File: config.mk
export PLATFORM = sky130hd
export DESIGN_NAME = load_store_unit
export DESIGN_NICKNAME = d
export VERILOG_FILES = /design/src/rtl/riscv_pkg.sv /design/src/rtl/load_extend.sv /design/src/rtl/load_store_unit.sv
export SDC_FILE = /design/constraint.sdc
export NUM_CORES = 1
export LEC_CHECK = 0
export CAP_MARGIN = 40
export CELL_PAD_IN_SITES_DETAIL_PLACEMENT = 1
export CELL_PAD_IN_SITES_GLOBAL_PLACEMENT = 1
export CORE_UTILIZATION = 33
export CTS_CLUSTER_SIZE = 28
export DETAILED_ROUTE_END_ITERATION = 16
export PLACE_DENSITY_LB_ADDON = 0.15
export SLEW_MARGIN = 10
export SYNTH_ARGS = -nofsm -noshare
export SYNTH_HDL_FRONTEND = slang
export SYNTH_SLANG_ARGS = --single-unit
File: constraint.sdc
create_clock -name clk -period 3.5 [get_ports clk]
set_clock_uncertainty 0.15 [all_clocks]
set_input_delay 0.525 -clock clk [delete_from_list [all_inputs] [get_ports clk]]
set_output_delay 0.525 -clock clk [all_outputs]
set_load 0.1 [all_outputs]
File: src/rtl/riscv_pkg.sv
// Shared RV32I core definitions: funct3 size/sign codes, LSU state encoding and
// the load/store helper functions used by the MEM stage.
package riscv_pkg;

  localparam logic [2:0] F3_B  = 3'b000;
  localparam logic [2:0] F3_H  = 3'b001;
  localparam logic [2:0] F3_W  = 3'b010;
  localparam logic [2:0] F3_BU = 3'b100;
  localparam logic [2:0] F3_HU = 3'b101;

  typedef enum logic [1:0] {
    LSU_IDLE = 2'd0,
    LSU_WAIT = 2'd1,
    LSU_DONE = 2'd2
  } lsu_state_e;

  // Unsigned sizes exist only for loads; halves need even, words need aligned addresses.
  function automatic logic lsu_legal(input logic we, input logic [2:0] f3,
                                     input logic [1:0] off);
    logic ok;
    case (f3)
      F3_B:    ok = 1'b1;
      F3_H:    ok = ~off[0];
      F3_W:    ok = (off == 2'b00);
      F3_BU:   ok = ~we;
      F3_HU:   ok = ~we & ~off[0];
      default: ok = 1'b0;
    endcase
    return ok;
  endfunction

  function automatic logic [3:0] store_be(input logic [2:0] f3, input logic [1:0] off);
    logic [3:0] be;
    case (f3)
      F3_B:    be = 4'b0001 << off;
      F3_H:    be = 4'b0011 << {off[1], 1'b0};
      default: be = 4'b1111;
    endcase
    return be;
  endfunction

  function automatic logic [31:0] store_data(input logic [2:0] f3, input logic [31:0] wd);
    logic [31:0] d;
    case (f3)
      F3_B:    d = {4{wd[7:0]}};
      F3_H:    d = {2{wd[15:0]}};
      default: d = wd;
    endcase
    return d;
  endfunction

endpackage

File: src/rtl/load_extend.sv
// Selects the addressed byte/half of a read word and sign- or zero-extends it.
module load_extend
  import riscv_pkg::*;
(
  input  logic [31:0] dmem_rdata,
  input  logic [1:0]  addr,
  input  logic [2:0]  funct3,
  output logic [31:0] ext_data
);

  logic [7:0]  byte_sel;
  logic [15:0] half_sel;

  always_comb begin
    byte_sel = dmem_rdata[{addr, 3'b000} +: 8];
    half_sel = addr[1] ? dmem_rdata[31:16] : dmem_rdata[15:0];
    case (funct3)
      F3_B:    ext_data = {{24{byte_sel[7]}}, byte_sel};
      F3_H:    ext_data = {{16{half_sel[15]}}, half_sel};
      F3_W:    ext_data = dmem_rdata;
      F3_BU:   ext_data = {24'd0, byte_sel};
      F3_HU:   ext_data = {16'd0, half_sel};
      default: ext_data = 32'd0;
    endcase
  end

endmodule

File: src/rtl/load_store_unit.sv
// MEM-stage load/store unit: turns a pipeline load/store into a ready-handshaked
// data-memory transaction, stalls until it completes or times out.
module load_store_unit
  import riscv_pkg::*;
#(
  parameter int unsigned TIMEOUT_CYCLES = 16
) (
  input  logic        clk,
  input  logic        rst,
  input  logic        mem_req,
  input  logic        mem_we,
  input  logic [2:0]  funct3,
  input  logic [31:0] addr,
  input  logic [31:0] wdata,
  output logic        stall,
  output logic [31:0] rdata,
  output logic        misaligned,
  output logic        bus_err,
  output logic        dmem_req,
  output logic        dmem_we,
  output logic [3:0]  dmem_be,
  output logic [31:0] dmem_addr,
  output logic [31:0] dmem_wdata,
  input  logic        dmem_ready,
  input  logic [31:0] dmem_rdata
);

  localparam int unsigned CNT_W = (TIMEOUT_CYCLES > 1) ? $clog2(TIMEOUT_CYCLES) : 1;
  localparam logic [CNT_W-1:0] CNT_LAST = CNT_W'(TIMEOUT_CYCLES - 1);

  lsu_state_e       state_q;
  logic [CNT_W-1:0] cnt_q;
  logic [2:0]       f3_q;
  logic [1:0]       off_q;
  logic             legal;
  logic             timeout_hit;
  logic [31:0]      ext_data;

  assign legal       = lsu_legal(mem_we, funct3, addr[1:0]);
  assign timeout_hit = (TIMEOUT_CYCLES != 0) && (cnt_q == CNT_LAST);

  // Gated by rst so every output reads 0 while reset is held.
  assign stall = ~rst & (((state_q == LSU_IDLE) & mem_req & legal) | (state_q == LSU_WAIT));

  // Size/offset are captured at issue because the pipeline inputs may change in WAIT.
  load_extend u_load_extend (
    .dmem_rdata (dmem_rdata),
    .addr       (off_q),
    .funct3     (f3_q),
    .ext_data   (ext_data)
  );

  always_ff @(posedge clk) begin
    if (rst) begin
      state_q    <= LSU_IDLE;
      cnt_q      <= '0;
      f3_q       <= 3'd0;
      off_q      <= 2'd0;
      rdata      <= 32'd0;
      misaligned <= 1'b0;
      bus_err    <= 1'b0;
      dmem_req   <= 1'b0;
      dmem_we    <= 1'b0;
      dmem_be    <= 4'd0;
      dmem_addr  <= 32'd0;
      dmem_wdata <= 32'd0;
    end else begin
      misaligned <= 1'b0;
      bus_err    <= 1'b0;
      case (state_q)
        LSU_IDLE: begin
          if (mem_req) begin
            if (legal) begin
              state_q   <= LSU_WAIT;
              cnt_q     <= '0;
              f3_q      <= funct3;
              off_q     <= addr[1:0];
              dmem_req  <= 1'b1;
              dmem_we   <= mem_we;
              dmem_be   <= mem_we ? store_be(funct3, addr[1:0]) : 4'b1111;
              dmem_addr <= {addr[31:2], 2'b00};
              if (mem_we) dmem_wdata <= store_data(funct3, wdata);
            end else begin
              misaligned <= 1'b1;
            end
          end
        end
        LSU_WAIT: begin
          if (dmem_ready) begin
            state_q  <= LSU_DONE;
            dmem_req <= 1'b0;
            dmem_we  <= 1'b0;
            dmem_be  <= 4'd0;
            if (!dmem_we) rdata <= ext_data;
          end else if (timeout_hit) begin
            state_q  <= LSU_DONE;
            bus_err  <= 1'b1;
            dmem_req <= 1'b0;
            dmem_we  <= 1'b0;
            dmem_be  <= 4'd0;
            if (!dmem_we) rdata <= 32'd0;
          end else begin
            cnt_q <= cnt_q + 1'b1;
          end
        end
        LSU_DONE: state_q <= LSU_IDLE;
        default:  state_q <= LSU_IDLE;
      endcase
    end
  end

endmodule

**Word-level counts from Yosys, hierarchy flattened**

Cells that the tools add are included.

- Word-level logic and storage cells: 93
- Register bits after elaboration: 113
- Output and inout bits: 105
- Bits of input ports: 104

- Mux-type cells: 35
- Bitwise logic cells: 11
- Shift-type cells: 3
- Add/sub/neg operators: 1
- Reduce and logical (&&, ||, !) cells: 14
- Equality and inequality tests: 17

Operators with widths:

| kind | number |
|---|---|
| $pmux 32 s5 | 1 |
| $mux 32 | 4 |
| $pmux 32 s2 | 1 |
| $mux 4 | 9 |
| $shiftx 32x6->8 | 1 |
| $pmux 4 s2 | 3 |
| $mux 16 | 1 |
| $eq 3x3->1 const B | 4 |
| $ne 2x2->1 const B | 6 |
| $reduce_and 4->1 | 3 |
| $mux 1 | 8 |
| $mux 2 | 4 |
| $eq 3x1->1 const B | 2 |
| $eq 3x2->1 const B | 2 |
| $logic_not 3->1 | 2 |
| $not 1->1 | 6 |
| $reduce_and 3->1 | 2 |
| $reduce_or 3->1 | 2 |
| $pmux 1 s5 | 1 |
| $reduce_and 5->1 | 1 |
| $add 4x1->4 const B | 1 |
| $and 1x1->1 | 4 |
| $eq 4x4->1 const B | 1 |
| $logic_not 2->1 | 2 |
| other kinds (8) | 10 |

**Logic depth before layout (Yosys ltp)**

- Depth in word-level cells: 6
- Mapped depth: 7
- Depth with buffers taken out: 5

**By module**

Synthesis repeated with hierarchy kept, for this count alone.

- Cells, all modules: 649
- Area, all modules: 5,377.7 um2

Modules (own cells, without submodules):

| module | times used | sequential area each (um2) | area an instance (um2) | cells an instance |
|---|---|---|---|---|
| load_store_unit | 1 | 2,262.2 | 4,615.7 | 541 |
| load_extend | 1 | 0.0 | 762.0 | 108 |

**Worst setup path after synthesis**

Ideal clock, no wire load.

- Kind: input port to output port
- Start point: input funct3[0]
- End point: output stall
- Required time: 2.825 ns
- Setup slack: -0.109 ns
- Arrival time: 2.934 ns
- Buffers on the path: 2
- Stages on the path: 5
- Cell sequence: buf_2 > a221oi_4 > o21ai_1 > buf_2 > a21oi_1

- Cells in the longest elaborated chain, start to end: 5
- Elaborated cells on any way between the ends: 9
- Classes of those cells: 4 x eq/ne; 1 x mux; 3 x bitwise; 1 x reduce/logical

Ends and longest elaborated chain:

| item | line | source |
|---|---|---|
| from (decl) | load_store_unit.sv:12 | `input logic [2:0] funct3,` |
| $eq 3x3->1, or another cell as far along | riscv_pkg.sv:21 | `case (f3)` |
| $pmux 1 s5 * | riscv_pkg.sv:21 |  |
| $and 1x1->1 * | load_store_unit.sv:43 | `assign stall = ~rst & (((state_q == LSU_IDLE) & mem_req & legal) \| (state_q == LSU_WAIT));` |
| $or 1x1->1 * | load_store_unit.sv:43 |  |
| $and 1x1->1 * | load_store_unit.sv:43 |  |
| to (decl) | load_store_unit.sv:15 | `output logic stall,` |

Mark *: on every way between the ends. The rest lies on a longest branch, timed or not.

**Worst setup path in the final report**

- Start point: input addr[1]
- End point: output stall

- Cells in the longest elaborated chain, start to end: 5

Ends and longest elaborated chain:

| item | line | source |
|---|---|---|
| from (decl) | load_store_unit.sv:13 | `input logic [31:0] addr,` |
| $logic_not 2->1 | riscv_pkg.sv:24 | `F3_W: ok = (off == 2'b00);` |
| $pmux 1 s5 | riscv_pkg.sv:21 |  |
| $and 1x1->1 | load_store_unit.sv:43 |  |
| $or 1x1->1 | load_store_unit.sv:43 |  |
| $and 1x1->1 | load_store_unit.sv:43 |  |

No other way between the ends.

==> results_dict.tcl <==
set metrics [dict create \
    outcome "finished clean" \
    synth_top_family_by_area "compound AO/OA/AOI/OAI gates" \
    drc 0 \
    synthArstFlopShare 0 \
    cp_max_fo 6 \
    synth-simple-area-share 0.156 \
    synth.top_cells.by_area "dfxtp_1, nand2_1, a21oi_1, o2bb2ai_1, mux2i_1" \
    slew_headroom 0.356 \
    timing.final.crit_share 0.802 \
    yosysSeqAreaShare 0.467 \
    grt_max_degree 49 \
    rsz0062_at_grt "no" \
    synth_area_leader_cell "dfxtp_1" \
    first_pass_iters 4 \
    cts_tree "built" \
    synthAdderAreaFrac 0.00258 \
    path_class "input port to output pin" \
    netlist_top_cells_count "nand2_1, dfxtp_1, a21oi_1, o2bb2ai_1, a22oi_1" \
    num-nets-final 943 \
    wl_um 21300 \
    clk_pin_slew_ns 0.06 \
    numClockSinks 113 \
    cts_hold_buf 0 \
    numCtsBuffers 17 \
    die_area_mm2 0.0152 \
    yosysMostFrequentCell "nand2_1" \
    die_y_um 123 \
    num_vias 5530 \
    worstSetupEndpointType "output pin" \
    ys.flop_type "dfxtp_1" \
    io_buffer_count 206 \
    cts_buffer_depth 2 \
    start_util 0.344 \
    num_rows 43 \
    critPathLaunchType "input port" \
    cts_setup_buffers 0 \
    synth_compound_area_frac 0.264 \
    place_hpwl_um 14900 \
    h-tree-depth 4 \
    grtUsageTotal 0.294 \
    area_growth_pct 92.8 \
    peakVddDrop_mv 0.368 \
    fin_crit_ns 2.81 \
    cts_resized 0 \
    drtIter0Drc 356 \
    arrival_ns 2.13 \
    fillCellCount 1458 \
    ant_nets 0 \
    drive_gt1_frac 0.201 \
    routedWlPerCell_um 20.7 \
    synth_top_area_frac 0.467 \
    ys_warn_count 0 \
    syn-cell-area_mm2 0.00485 \
    regArea_mm2 0.00226 \
    gr-total-overflow 0 \
    setup_tns_ns 0 \
    worst_hold_slack_ns 0.306 \
    synth_edf_count 0 \
    viasPerCell 5.36 \
    synth.avg_cell_area_um2 8.83 \
    required_ns 2.82 \
    grt_pass1_wl_um 33400 \
    clk_latency_ns 0.41 \
    ios 209 \
    globalplace.congestion 0.836 \
    diodes 0 \
    antenna_found_initial 0 \
    power-per-cell-area_mw_per_mm2 463 \
    maxSlewViolCount 0 \
    multi_input_area_mm2 0.00238 \
    worst_hold_path_type "register to register" \
    p_leak_nw 3.48 \
    synth-seq-cells 113 \
    synth_xor_area_frac 0 \
    worst_slew_pin_slew_ns 0.963 \
    muxShareOfSynthArea 0.0622 \
    max_freq_mhz 356 \
    yosysUniqueCellTypes 45 \
    grt_pass1_vias 6131 \
    core_mm2 0.0141 \
    hold_viol_final 0 \
    netlist_instances 549 \
    drv_cap 0 \
    cts_root_buf "clkbuf_16" \
    die_w_um 123 \
    setup_viol 0 \
]
==> logic make-up after synthesis <==
logic type	after synthesis
other	1
AO/OA/AOI/OAI	183
flip-flops	113
buffers and inverters	50
multiplexers	29
AND/OR/NAND/NOR	172
adder cells (fa/ha/maj)	1
==> power breakdown <==
group	switching (mW)	internal (mW)	total, mW
clock network	0.626	1.31	1.94
registers	0.0359	1.34	1.37
logic	0.613	0.402	1.01
==> sequential cells by signal, indices dropped and copies added (netlist names) <==
name / cells
dmem_wdata: 32
rdata: 32
dmem_addr: 30
cnt_q: 4
dmem_be: 4
f3_q: 3
off_q: 2
state_q: 2
bus_err: 1
dmem_req: 1
dmem_we: 1
misaligned: 1
==> layout make-up <==
class,count,area share
clock buffers,21,0.0504
clock inverters,11,0.0196
inverters,3,0.00121
multi-input cells,387,0.255
flip-flops and latches,113,0.242
well taps,180,0.0241
repair buffers,316,0.408
==> per-layer routing <==
layer,part of all wire,global-route usage,routed length (um)
met3,0.066,0.0839,1410
met5,0,0,0
met2,0.53,0.529,11300
met1,0.38,0.326,8120
met4,0.023,0.107,499
==> cell usage in the layout, fill, tap and decap left out, types with 11 or more instances in the layout <==
cell type | synthesis | layout
a22oi_1 | 26 | 26
o21ai_0 | 18 | 18
buf_8 | 0 | 77
dfxtp_1 | 113 | 113
nor2_1 | 21 | 19
a21oi_1 | 56 | 55
mux2i_1 | 20 | 20
buf_4 | 6 | 21
o211ai_1 | 11 | 11
clkdlybuf4s50_1 | 0 | 197
nand2_1 | 117 | 117
buf_16 | 0 | 18
clkbuf_16 | 0 | 17
o2bb2ai_1 | 27 | 27
==> metrics by stage <==
stage          instances  utilization  instance area (um^2)  power, mW  worst slack [ns]
3_5_place_dp         999        0.616                  8690       2.40             0.526
6_report            1031        0.663                  9340       4.33             0.693
3_3_place_gp         903        0.499                  7030       2.21             0.753
4_1_cts             1031        0.663                  9340       4.35             0.685
5_1_grt             1031        0.663                  9340       4.45             0.589
2_1_floorplan        550            -                  4850       1.94             0.452
==> critical path, cell delays in order <==
cell             delay (ns)
clkdlybuf4s50_1        0.54
nor4_4                 0.55
o21ai_4                0.12
a21oi_2                0.19
buf_12                 0.20
==> worst paths after layout <==
kind,slack (ns),to,cells after the start,from
setup / recovery,0.69,stall,5,addr[1]
hold / removal,0.31,dmem_addr[6],2,dmem_addr[6]
setup reg to reg,1.21,rdata[9],4,off_q[1]
hold reg to reg,0.31,dmem_addr[6],2,dmem_addr[6]
No activity file was read; power rests on OpenSTA's default activity.
